<file path="src/rtl/fixed_point_muldiv_unit.sv">
// fixed_point_muldiv_unit
//
// Iterative radix-2 multiply/divide coprocessor. It sits beside the alu: the
// controller pulses start, waits for done, then writes result/aux back
// through the register-file write-data mux. Only one operation is in flight
// at a time, and operands are captured on the accepting edge.
//
// Operations:
//   00 signed fixed-point multiply (Q(WIDTH-FRAC_BITS).FRAC_BITS, floor, saturating)
//   01 unsigned integer multiply   (result = low half, aux = high half)
//   10 signed fixed-point divide   (truncate toward zero, saturating)
//   11 unsigned integer divide     (result = quotient, aux = remainder)
//
// Ports:
//   clock          system clock, rising edge
//   reset          asynchronous active-low reset
//   start          request, sampled only while not iterating
//   operation      operation select (see above)
//   operand_a      multiplicand / dividend
//   operand_b      multiplier / divisor
//   busy           high while iterating
//   done           one-cycle pulse; result, aux and flags valid from this cycle
//   result         product / quotient
//   aux            upper product half (op 01), remainder (op 11), else 0
//   overflow       result saturated or truncated
//   divide_by_zero divisor was zero (divide operations only)
//   zero           result == 0
//   negative       result MSB
module fixed_point_muldiv_unit #(
  parameter int WIDTH     = 16,
  parameter int FRAC_BITS = 8
) (
  input  logic             clock,
  input  logic             reset,
  input  logic             start,
  input  logic [1:0]       operation,
  input  logic [WIDTH-1:0] operand_a,
  input  logic [WIDTH-1:0] operand_b,
  output logic             busy,
  output logic             done,
  output logic [WIDTH-1:0] result,
  output logic [WIDTH-1:0] aux,
  output logic             overflow,
  output logic             divide_by_zero,
  output logic             zero,
  output logic             negative
);

  localparam int QW    = WIDTH + FRAC_BITS;
  localparam int CNT_W = $clog2(QW + 1);

  localparam logic [CNT_W-1:0] MUL_LAST  = CNT_W'(WIDTH - 1);
  localparam logic [CNT_W-1:0] FDIV_LAST = CNT_W'(QW - 1);

  localparam logic [WIDTH-1:0] MAX_POS = {1'b0, {(WIDTH-1){1'b1}}};
  localparam logic [WIDTH-1:0] MIN_NEG = {1'b1, {(WIDTH-1){1'b0}}};

  // Largest quotient magnitudes that still fit a signed WIDTH result.
  localparam logic [QW-1:0] POS_LIM = {{(FRAC_BITS+1){1'b0}}, {(WIDTH-1){1'b1}}};
  localparam logic [QW-1:0] NEG_LIM = {{FRAC_BITS{1'b0}}, 1'b1, {(WIDTH-1){1'b0}}};

  typedef enum logic [1:0] {
    IDLE = 2'd0,
    RUN  = 2'd1,
    DONE = 2'd2
  } state_t;

  // Two's-complement magnitude; the most negative value maps to 2^(WIDTH-1),
  // which is representable as an unsigned WIDTH-bit number.
  function automatic logic [WIDTH-1:0] magnitude(input logic [WIDTH-1:0] v);
    return v[WIDTH-1] ? -v : v;
  endfunction

  // Saturate an already-shifted signed product to WIDTH bits.
  // Returns {overflow, value}. The value fits when the upper WIDTH+1 bits
  // are all copies of the sign.
  function automatic logic [WIDTH:0] sat_fixed_mul(input logic signed [2*WIDTH-1:0] shifted);
    if ((&shifted[2*WIDTH-1:WIDTH-1]) || !(|shifted[2*WIDTH-1:WIDTH-1]))
      return {1'b0, shifted[WIDTH-1:0]};
    else if (shifted[2*WIDTH-1])
      return {1'b1, MIN_NEG};
    else
      return {1'b1, MAX_POS};
  endfunction

  // Apply the sign to an unsigned quotient magnitude and saturate.
  // Returns {overflow, value}.
  function automatic logic [WIDTH:0] sat_fixed_div(input logic [QW-1:0] mag,
                                                   input logic          neg);
    if (!neg) begin
      if (mag > POS_LIM)
        return {1'b1, MAX_POS};
      return {1'b0, mag[WIDTH-1:0]};
    end
    if (mag > NEG_LIM)
      return {1'b1, MIN_NEG};
    return {1'b0, -mag[WIDTH-1:0]};
  endfunction

  state_t           state;
  logic [CNT_W-1:0] iter_cnt;
  logic [CNT_W-1:0] last_cnt;
  logic [1:0]       op_q;
  logic             neg_q;

  // Multiplier: {hi_q, lo_q} shifts right one bit per cycle while the
  // multiplier bits in lo_q are consumed from the LSB.
  logic [WIDTH-1:0] mcand_q;
  logic [WIDTH-1:0] hi_q;
  logic [WIDTH-1:0] lo_q;

  // Divider: quo_q starts holding the left-aligned dividend and fills with
  // quotient bits from the LSB as dividend bits leave from the MSB.
  logic [WIDTH-1:0] divisor_q;
  logic [WIDTH-1:0] rem_q;
  logic [QW-1:0]    quo_q;

  logic             accept;
  logic             div_zero_req;
  logic             signed_op;
  logic [WIDTH-1:0] load_a;
  logic [WIDTH-1:0] load_b;
  logic [WIDTH-1:0] dz_result;
  logic [WIDTH-1:0] dz_aux;

  logic [WIDTH:0]   mul_sum;
  logic [WIDTH:0]   div_trial;
  logic [WIDTH:0]   div_diff;
  logic             div_ge;
  logic [WIDTH-1:0] nx_hi;
  logic [WIDTH-1:0] nx_lo;
  logic [WIDTH-1:0] nx_rem;
  logic [QW-1:0]    nx_quo;
  logic             unused_bits;

  logic [2*WIDTH-1:0]        prod_mag;
  logic signed [2*WIDTH-1:0] prod_signed;
  logic signed [2*WIDTH-1:0] prod_shifted;
  logic [WIDTH:0]            mul_sat;
  logic [WIDTH:0]            div_sat;
  logic [WIDTH-1:0]          fin_result;
  logic [WIDTH-1:0]          fin_aux;
  logic                      fin_ovf;

  assign accept       = start && (state != RUN);
  assign div_zero_req = operation[1] && (operand_b == '0);
  assign signed_op    = !operation[0];
  assign load_a       = signed_op ? magnitude(operand_a) : operand_a;
  assign load_b       = signed_op ? magnitude(operand_b) : operand_b;
  assign last_cnt     = (op_q == 2'b10) ? FDIV_LAST : MUL_LAST;

  assign dz_result = operation[0] ? '1 : (operand_a[WIDTH-1] ? MIN_NEG : MAX_POS);
  assign dz_aux    = operation[0] ? operand_a : '0;

  // One radix-2 step of each engine; both advance every RUN cycle and the
  // operation code selects which one is read out.
  always_comb begin
    mul_sum   = {1'b0, hi_q} + (lo_q[0] ? {1'b0, mcand_q} : '0);
    nx_hi     = mul_sum[WIDTH:1];
    nx_lo     = {mul_sum[0], lo_q[WIDTH-1:1]};
    div_trial = {rem_q, quo_q[QW-1]};
    div_diff  = div_trial - {1'b0, divisor_q};
    div_ge    = (div_trial >= {1'b0, divisor_q});
    nx_rem    = div_ge ? div_diff[WIDTH-1:0] : div_trial[WIDTH-1:0];
    nx_quo    = {quo_q[QW-2:0], div_ge};
  end

  // After a successful subtract the difference is below the divisor, so its
  // top bit is always clear.
  assign unused_bits = div_diff[WIDTH];

  // Result formatting works on the post-step values so the last iteration
  // and the DONE write happen on the same edge.
  always_comb begin
    prod_mag     = {nx_hi, nx_lo};
    prod_signed  = neg_q ? -$signed(prod_mag) : $signed(prod_mag);
    prod_shifted = prod_signed >>> FRAC_BITS;
    mul_sat      = sat_fixed_mul(prod_shifted);
    div_sat      = sat_fixed_div(nx_quo, neg_q);
    fin_result   = '0;
    fin_aux      = '0;
    fin_ovf      = 1'b0;
    case (op_q)
      2'b00: begin
        fin_result = mul_sat[WIDTH-1:0];
        fin_ovf    = mul_sat[WIDTH];
      end
      2'b01: begin
        fin_result = nx_lo;
        fin_aux    = nx_hi;
        fin_ovf    = |nx_hi;
      end
      2'b10: begin
        fin_result = div_sat[WIDTH-1:0];
        fin_ovf    = div_sat[WIDTH];
      end
      default: begin
        fin_result = nx_quo[WIDTH-1:0];
        fin_aux    = nx_rem;
      end
    endcase
  end

  // Operand capture and iteration registers.
  always_ff @(posedge clock) begin
    if (accept) begin
      mcand_q   <= load_a;
      lo_q      <= load_b;
      hi_q      <= '0;
      divisor_q <= load_b;
      rem_q     <= '0;
      quo_q     <= {load_a, {FRAC_BITS{1'b0}}};
      neg_q     <= signed_op && (operand_a[WIDTH-1] ^ operand_b[WIDTH-1]);
    end else if (busy) begin
      hi_q  <= nx_hi;
      lo_q  <= nx_lo;
      rem_q <= nx_rem;
      quo_q <= nx_quo;
    end
  end

  // Control FSM and architectural outputs.
  always_ff @(posedge clock or negedge reset) begin
    if (!reset) begin
      state          <= IDLE;
      iter_cnt       <= '0;
      op_q           <= 2'b00;
      busy           <= 1'b0;
      done           <= 1'b0;
      result         <= '0;
      aux            <= '0;
      overflow       <= 1'b0;
      divide_by_zero <= 1'b0;
      zero           <= 1'b0;
      negative       <= 1'b0;
    end else begin
      done <= 1'b0;
      case (state)
        IDLE, DONE: begin
          state <= IDLE;
          if (start) begin
            op_q     <= operation;
            iter_cnt <= '0;
            if (div_zero_req) begin
              // Nothing to iterate: report straight away.
              state          <= DONE;
              done           <= 1'b1;
              result         <= dz_result;
              aux            <= dz_aux;
              overflow       <= 1'b1;
              divide_by_zero <= 1'b1;
              zero           <= (dz_result == '0);
              negative       <= dz_result[WIDTH-1];
            end else begin
              state <= RUN;
              busy  <= 1'b1;
            end
          end
        end
        RUN: begin
          iter_cnt <= iter_cnt + CNT_W'(1);
          if (iter_cnt == last_cnt) begin
            state          <= DONE;
            busy           <= 1'b0;
            done           <= 1'b1;
            result         <= fin_result;
            aux            <= fin_aux;
            overflow       <= fin_ovf;
            divide_by_zero <= 1'b0;
            zero           <= (fin_result == '0);
            negative       <= fin_result[WIDTH-1];
          end
        end
        default: begin
          state <= IDLE;
          busy  <= 1'b0;
        end
      endcase
    end
  end

endmodule

</file>
<file path="config.mk">
export PLATFORM = sky130hd
export DESIGN_NAME = fixed_point_muldiv_unit
export DESIGN_NICKNAME = d
export VERILOG_FILES = /design/src/rtl/fixed_point_muldiv_unit.sv
export SDC_FILE = /design/constraint.sdc
export NUM_CORES = 1
export LEC_CHECK = 0
export ABC_AREA = 1
export CAP_MARGIN = 25
export CORE_ASPECT_RATIO = 1.2
export CORE_MARGIN = 10
export CORE_UTILIZATION = 36
export CTS_CLUSTER_SIZE = 30
export DETAILED_ROUTE_END_ITERATION = 6
export SLEW_MARGIN = 20
export SYNTH_ARGS = -nofsm -noshare
export SYNTH_HDL_FRONTEND = slang
export SYNTH_SLANG_ARGS = --single-unit
</file>
<file path="constraint.sdc">
create_clock -name clock -period 8 [get_ports clock]
set_input_delay 2 -clock clock [delete_from_list [all_inputs] [get_ports clock]]
set_output_delay 2 -clock clock [all_outputs]
set_load 0.1 [all_outputs]
</file>
== After elaboration in Yosys (flattened, before gate mapping) ==
Cells that the tools add are included.

* Bits in registers: 152

* $add $sub $neg: 7
* Magnitude comparators: 3
* Equal/unequal tests: 10
* Muxes and demuxes: 65
* Bitwise gates (word level): 1
* Reduce and logical (&&, ||, !) cells: 22

{| class="wikitable"
|+ Operator list
! kind !! count
|-
| $mux W16 || 18
|-
| $mux W17 || 7
|-
| $pmux W16 S2 || 3
|-
| $logic_not A16 Y1 || 3
|-
| $mux W24 || 2
|-
| $neg A16 Y16 || 3
|-
| $pmux W16 S3 || 1
|-
| $mux W32 || 1
|-
| $neg A32 Y32 || 1
|-
| $gt A24 B15 Y1 const B || 1
|-
| $gt A24 B16 Y1 const B || 1
|-
| $mux W1 || 19
|-
| $add A16 B16 Y17 || 1
|-
| $ge A17 B16 Y1 || 1
|-
| $reduce_or A16 Y1 || 1
|-
| $sub A16 B16 Y16 || 1
|-
| $pmux W1 S2 || 6
|-
| $mux W5 || 2
|-
| $pmux W5 S2 || 1
|-
| $reduce_and A9 Y1 || 1
|-
| $reduce_or A9 Y1 || 1
|-
| $ne A2 B2 Y1 const B || 4
|-
| $mux W2 || 3
|-
| $add A5 B1 Y5 const B || 1
|-
| other kinds (16) || 25
|}

== Logic depth before layout (Yosys ltp) ==
Gate-level depths: netlist (run 1).

* Depth in word-level cells: 13
* Mapped depth: 34

== Worst setup path before layout (run 1) ==
No wires, ideal clock.

* Path type: input port to flip-flop
* From: in operand_b[1]
* To: reg result[10]
* Setup time: 0.138 ns
* Arrival: 3.932 ns
* Setup slack: 3.930 ns
* Stages on the path: 14
* Buffers on the path: 1
* Cell sequence: inv_1 > ha_1 > inv_1 > nor4_1 > inv_1 > nor4_1 > nand3b_1 > nor3b_1 > nand2_1 > clkinv_1 > nor2_1 > clkbuf_1 > nand2_1 > nand3_1

* Longest elaborated chain between the ends: 4

{| class="wikitable"
|+ Ends and longest elaborated chain
! element !! line !! RTL
|-
| start: declaration || 38 || <nowiki>input logic [WIDTH-1:0] operand_b,</nowiki>
|-
| $logic_not A16 Y1 || 146 || <nowiki>assign div_zero_req = operation[1] && (operand_b == '0);</nowiki>
|-
| $logic_and A1 B1 Y1 || 146 ||
|-
| $ne A2 B2 Y1 (no source line) || -- ||
|-
| $reduce_and A4 Y1 (no source line) || -- ||
|-
| end signal: assignment || 248 || <nowiki>result <= dz_result;</nowiki>
|-
| end signal: assignment || 266 || <nowiki>result <= fin_result;</nowiki>
|-
| end: declaration || 41 || <nowiki>output logic [WIDTH-1:0] result,</nowiki>
|}

No other way between the ends.
A chain may end at the register's enable or synchronous reset.

== Worst setup path in the final report (run 1) ==
* From: in operand_b[0]
* To: reg result[12]

Same word-level chain as after synthesis.

==> results of run 1 <==
worst min-delay path, stage by stage (launching register included):
cell and delay (ns):
dfxtp_1 0.34, nand2_1 0.05, o21ai_0 0.05
cell usage in the layout, fill, tap and decap left out, types with 24 or more instances in the layout:
master	count
nand2_1	389
inv_1	209
nand3_1	135
o21ai_0	93
nor2_1	91
clkdlybuf4s50_1	73
edfxtp_1	65
xor2_1	48
a21oi_1	47
dfrtp_1	46
dfxtp_1	40
ha_1	36
o22ai_1	34
nand2_2	24
power by group:
group / switching, mW / internal (mW)
Sequential: 0.272 / 1.18
Clock: 0.350 / 0.461
Combinational: 2.53 / 1.00
Total: 3.15 / 2.64
worst max-delay path by stage:
| stage | from | slack, ns | to | cells past startpoint |
|---|---|---|---|---|
| 5_1_grt | operand_b[0] | 2.34 | result[12]$_DFFE_PN0P_ | 13 |
| 3_5_place_dp | operand_b[0] | 2.38 | result[8]$_DFFE_PN0P_ | 13 |
| 4_1_cts | operand_b[0] | 2.84 | result[8]$_DFFE_PN0P_ | 13 |
| 3_3_place_gp | operand_b[0] | 2.42 | result[12]$_DFFE_PN0P_ | 13 |
| 6_report | operand_b[0] | 2.82 | result[12]$_DFFE_PN0P_ | 13 |
| 2_1_floorplan | operand_b[1] | 3.93 | result[10]$_DFFE_PN0P_ | 14 |
sequential cells by signal (all words and copies together) (netlist names), 2 cells and up:
name       flops
quo_q         24
aux           16
divisor_q     16
hi_q          16
lo_q          16
mcand_q       16
rem_q         16
result        16
iter_cnt       5
op_q           2
state          2
cells by family after synthesis:
| logic type | after synthesis | share of synthesized area, % |
|---|---|---|
| DFF | 151 | 37.2 |
| buffers and inverters | 268 | 9.91 |
| xor gates and xnor gates | 60 | 5.09 |
| and+or+nand+nor | 722 | 30.9 |
| adders and majority gates | 38 | 4.68 |
| AOI/OAI and AO/OA | 221 | 12.2 |
layout make-up:
cell class              instances  area [um2]
multi-input cells            1041        5560
clock inverters                11         110
repair buffers                 85         821
well taps                     385         482
flip-flops and latches        151        3900
inverters                     220         826
clock buffers                  21         472
fillers                      3049       16600
routing by layer:
metal	wire length [um]	up-vias
met5	0	-
met4	1200	0
met3	1490	64
met2	15900	295
met1	14400	4617
li1	-	4899
==> key figures, run 1 <==
Status
  • Status: finished, final reports clean

Layout
  • Layout cells sized above 1: 7.26%
  • Diode count: 0
  • Layout Nets: 1,591
  • Final Cell Area: 0.0122 mm2
  • Post-Layout Cell Count: 1,914
  • Area delta synth->final: 16.1%
  • Final Util: 42.3%

Yosys
  • Top cells by count, synth: 389 x nand2_1, 209 x inv_1, 135 x nand3_1
  • Seq/Total Area, Yosys: 37.2%
  • Post-synth EDFFs: 65
  • Synth top area cells: edfxtp_1 19%, nand2_1 14%, dfrtp_1 11%
  • YS warnings: 0
  • Top-area cell type share of the netlist area: 18.6%
  • Synthesized net count: 1,535
  • Synth unique cells: 52
  • Most used DFF post-synth: edfxtp_1
  • Post-synthesis cell count: 1,460
  • Ys async rst share: 30.5%
  • Flops & latches, synth: 151
  • Most frequent cell after synthesis: nand2_1
  • Mapped Area: 0.0105 mm2
  • Synth area leader: edfxtp_1
  • Syn Area/Cell: 7.18 um2

Detailed routing
  • Post-DR vias/cell: 5.16
  • Routed Antenna Nets: 0
  • Detailed Routing Iterations Pass 1: 6
  • DRC errors left: 0
  • Wire length per cell: 17.2 um
  • Starting DRT DRC Count: 865
  • Via count: 9,875
  • Total Wirelength: 32,900 um

Global route
  • Largest net degree at the start of global routing: 47
  • Vias in the first global route: 9,713
  • Met1 Track Usage GR: 22.4%
  • Grt met2 use: 31.4%
  • Met3 Usage GRT: 2.55%
  • Total Routing Usage GR: 18.3%
  • First-pass GRT wire length: 52,500 um
  • GRT busiest layer: met2
  • Initial antenna violation count: 0
  • GRT overflow: 0

Clocking
  • CTS clk-pin slew, worst paths: 0.07 ns
  • Clock Sinks: 151
  • CTS tree: yes
  • Post-CTS sizing: 0
  • Root buffer cell: clkbuf_16
  • Hold buffer count at CTS: 0
  • Post-CTS Setup Bufs: 0
  • Clk_lat worst skew: 0.44 ns
  • Depth of the CTS H-tree: 4
  • Clock tree buffer depth: 2
  • TritonCTS Buffers: 17

Setup path
  • Required @ worst endpoint: 8.36 ns
  • CP Class: input port to register
  • CP cell instances: clkdlybuf4s50_1 > inv_1 > ha_1 > inv_1 > nor4_1 > inv_1 > nor4_1 > nand3b_1 > nor3b_1 > nand2_1 > clkinv_1 > nand2_1 > o211ai_1
  • Reg2reg start: divisor_q[12]$_DFFE_PP_
  • Worst r2r path cells: 29
  • Crit path launch type: input port
  • R2R Setup Slk: 3.03 ns
  • Critical Path Sink Type: register
  • Crit path top cell by count: inv_1
  • Worst R2R End: zero$_DFFE_PN0P_
  • Crit path max fanout: 18
  • Worst path bufs/invs: 5
  • Family with the most delay on the worst path: simple AND/OR/NAND/NOR gates
  • Max incr delay on CP: 0.78 ns
  • Arrival time at the worst endpoint: 5.54 ns
  • Critical-path top delay cell: nor3b_1

Placed design
  • Final estimated routing congestion in global placement: 0.952
  • Port-buffer cells: 74
  • Placed cell count: 1,882
  • Dpl cell area: 0.0116 mm2
  • Post-Place Setup Slack: 2.38 ns
  • Detail Placement HPWL: 25,400 um

Timing
  • Slew Limit Headroom: 33.4%
  • Fmax: 0.193 GHz
  • Hold Fails Final Rpt: 0
  • Pins Over Slew Limit: 0
  • Final setup viols: 0
  • Setup_tns: 0 ns
  • PnR worst setup slack: 2.82 ns
  • Crit share post-route: 64.8%
  • Clock Skew: 0.0108 ns
  • Tmin final: 5.18 ns
  • Unrepaired setup endpoints after global routing: no
  • WHS: 0.469 ns
  • Worst Tran Pin Value: 0.995 ns

Flow run
  • Number of max-cap violations: 0

Power and ir drop
  • Cell Pwr Density: 476 mW/mm2
  • Static leakage: 5.64 nW
  • Tot Pwr: 5.80 mW
  • Peak supply drop: 0.298 mV

Min path
  • Worst Min Path Start: hi_q[9]$_SDFFE_PP0P_
  • Worst hold stages: 2
  • Hold/Removal Path Class: register to register
  • Hold endpoint: hi_q[9]$_SDFFE_PP0P_

Die
  • Starting Density: 36.4%
  • I/O pins: 75
  • Core ar.: 0.0288 mm2
  • Num rows: 68
  • Die H: 207 um
  • Full die area: 0.0364 mm2
  • Die W: 176 um
Note: power is estimated with default switching activity, not from simulation.
==> run 2, diff against run 1 <==
==> constraint.sdc (replaced) <==
create_clock -name clock -period 4.61 [get_ports clock]
set_input_delay 1.1525 -clock clock [delete_from_list [all_inputs] [get_ports clock]]
set_output_delay 1.1525 -clock clock [all_outputs]
set_load 0.1 [all_outputs]
==> key figures, run 2 (synthesis results as in run 1) <==
Setup path
  • Critical Path Sink Type: register
  • Crit path launch type: register
  • Crit path max fanout: 8 (-10)
  • Max incr delay on CP: 0.37 ns (-0.41 ns)
  • CP Class: register to register
  • Arrival time at the worst endpoint: 4.46 ns (-1.08 ns)
  • Required @ worst endpoint: 4.95 ns (-3.41 ns)
  • Critical-path top delay cell: ha_1
  • Crit path top cell by count: nand2_1

Detailed routing
  • Via count: 10,000 (+1.4%)
  • Post-DR vias/cell: 5.20 (+0.83%)
  • Detailed Routing Iterations Pass 1: 7 (+1)
  • Starting DRT DRC Count: 952 (+10%)
  • DRC errors left: 0 (unchanged)
  • Wire length per cell: 18.0 um (+4.8%)
  • Total Wirelength: 34,700 um (+5.4%)
  • Routed Antenna Nets: 0 (unchanged)

Die
  • Num rows: 68 (unchanged)
  • I/O pins: 75 (unchanged)
  • Die W: 176 um (unchanged)
  • Starting Density: 36.4% (unchanged)
  • Die H: 207 um (unchanged)
  • Core ar.: 0.0288 mm2 (unchanged)
  • Full die area: 0.0364 mm2 (unchanged)

Min path
  • Hold/Removal Path Class: register to register

Layout
  • Area delta synth->final: 17.0%
  • Most common cell after layout, fill and taps aside: nand2_1
  • Most frequent cells in the layout: 389 x nand2_1, 208 x inv_1, 135 x nand3_1
  • Final Cell Area: 0.0123 mm2 (+0.73%)
  • Fill cell count: 3,075 (+0.85%)
  • Layout cells sized above 1: 8.05% (+0.79 points)
  • Layout Nets: 1,602 (+0.69%)
  • Most flops, register: quo_q
  • Diode count: 0 (unchanged)
  • Max reg flops: 24 (unchanged)

Clocking
  • Root buffer cell: clkbuf_16
  • Clock Sinks: 151 (unchanged)
  • Hold buffer count at CTS: 0 (unchanged)
  • Clock tree buffer depth: 2 (unchanged)
  • Depth of the CTS H-tree: 4 (unchanged)
  • Clk_lat worst skew: 0.45 ns (about the same)
  • CTS tree: yes
  • TritonCTS Buffers: 17 (unchanged)
  • CTS clk-pin slew, worst paths: 0.07 ns (about the same)

Power and ir drop
  • Cell Pwr Density: 830 mW/mm2 (+74%)
  • Peak supply drop: 0.529 mV (+77%)
  • Static leakage: 5.69 nW (+0.77%)

Timing
  • Unrepaired setup endpoints after global routing: no
  • Fmax: 0.243 GHz
  • Hold Fails Final Rpt: 0 (unchanged)
  • Slew Limit Headroom: 33.3% (-0.13 points)
  • Pins Over Slew Limit: 0 (unchanged)
  • Setup_tns: 0 ns (unchanged)
  • WHS: 0.469 ns (+0.0000350 ns)
  • Crit share post-route: 89.3%
  • Clock Skew: 0.0125 ns (+0.00173 ns)
  • Tmin final: 4.12 ns
  • Worst Tran Pin Value: 0.997 ns (+0.00195 ns)
  • Final setup viols: 0 (unchanged)

Global route
  • First-pass GRT wire length: 54,500 um (+3.7%)
  • Initial antenna violation count: 0 (unchanged)
  • GRT overflow: 0 (unchanged)
  • Largest net degree at the start of global routing: 51 (+8.5%)
  • Total Routing Usage GR: 19.1% (+0.79 points)
  • Vias in the first global route: 9,861 (+1.5%)

Placed design
  • Dpl cell area: 0.0117 mm2 (+0.89%)
  • Port-buffer cells: 74 (unchanged)
  • Detail Placement HPWL: 26,500 um (+4.1%)
  • Final estimated routing congestion in global placement: 0.948 (-0.46%)

Flow run
  • Number of max-cap violations: 0 (unchanged)

Status
  • Status: finished, final reports clean
run 2: layout make-up:
class	count	area (um2)	share of cell area (%)
clock inverters	13	93.8	0.765
repair buffers	96	928	7.57
multi-input cells	1041	5560	45.4
well taps	385	482	3.93
inverters	220	828	6.76
clock buffers	19	464	3.79
flip-flops and latches	151	3900	31.8
run 2: per-layer routing:
| metal | track usage, % | wire length (um) | vias up |
|---|---|---|---|
| met5 | 0 | 0 | - |
| met4 | 8.34 | 1250 | 0 |
| met3 | 3.20 | 2010 | 64 |
| met2 | 32.9 | 16700 | 343 |
| met1 | 23.0 | 14800 | 4687 |
| li1 | - | - | 4920 |
run 2: report_power, final:
group / leakage (nW) / internal [mW] / switching, mW
combinational: 3.90 / 1.80 / 4.57
clock: 0.267 / 0.737 / 0.621
sequential: 1.52 / 2.05 / 0.405
total: 5.69 / 4.58 / 5.60
run 2: worst paths after layout:
path	startpoint	endpoint	slack (ns)	cells after the start
max in group asynchronous	reset	aux[0]$_DFFE_PN0P_	3.45	1
max	divisor_q[12]$_DFFE_PP_	zero$_DFFE_PN0P_	0.49	29
max reg2reg	divisor_q[12]$_DFFE_PP_	zero$_DFFE_PN0P_	0.49	29
min in group asynchronous	reset	iter_cnt[1]$_DFFE_PN0P_	0.73	1
min	hi_q[2]$_SDFFE_PP0P_	hi_q[2]$_SDFFE_PP0P_	0.47	2
min reg2reg	hi_q[2]$_SDFFE_PP0P_	hi_q[2]$_SDFFE_PP0P_	0.47	2
run 2: critical path: cells and delay by family, from the launching register on:
kind,cells,cell delay (ns)
DFF,1,0.33
and+or+nand+nor,16,1.72
AOI/OAI and AO/OA,6,0.90
adders and majority gates,2,0.54
buffers and inverters,5,0.51
run 2: timing repair:
action                     4_1_cts  5_1_grt
buffers inserted                 0        1
gates resized for setup          0        3
setup endpoints to repair        0       14
run 2: stage by stage:
stage | setup WS, ns | utilization, % | std cells | power [mW]
finish | 0.494 | 42.6 | 1925 | 10.2
global route | 0.000490 | 42.6 | 1925 | 10.9
CTS | 0.324 | 42.6 | 1924 | 10.2
detailed placement | 0.359 | 40.7 | 1892 | 8.76
global placement | 0.353 | 40.6 | 1892 | 8.73
floorplan | 0.627 | - | 1460 | 6.93
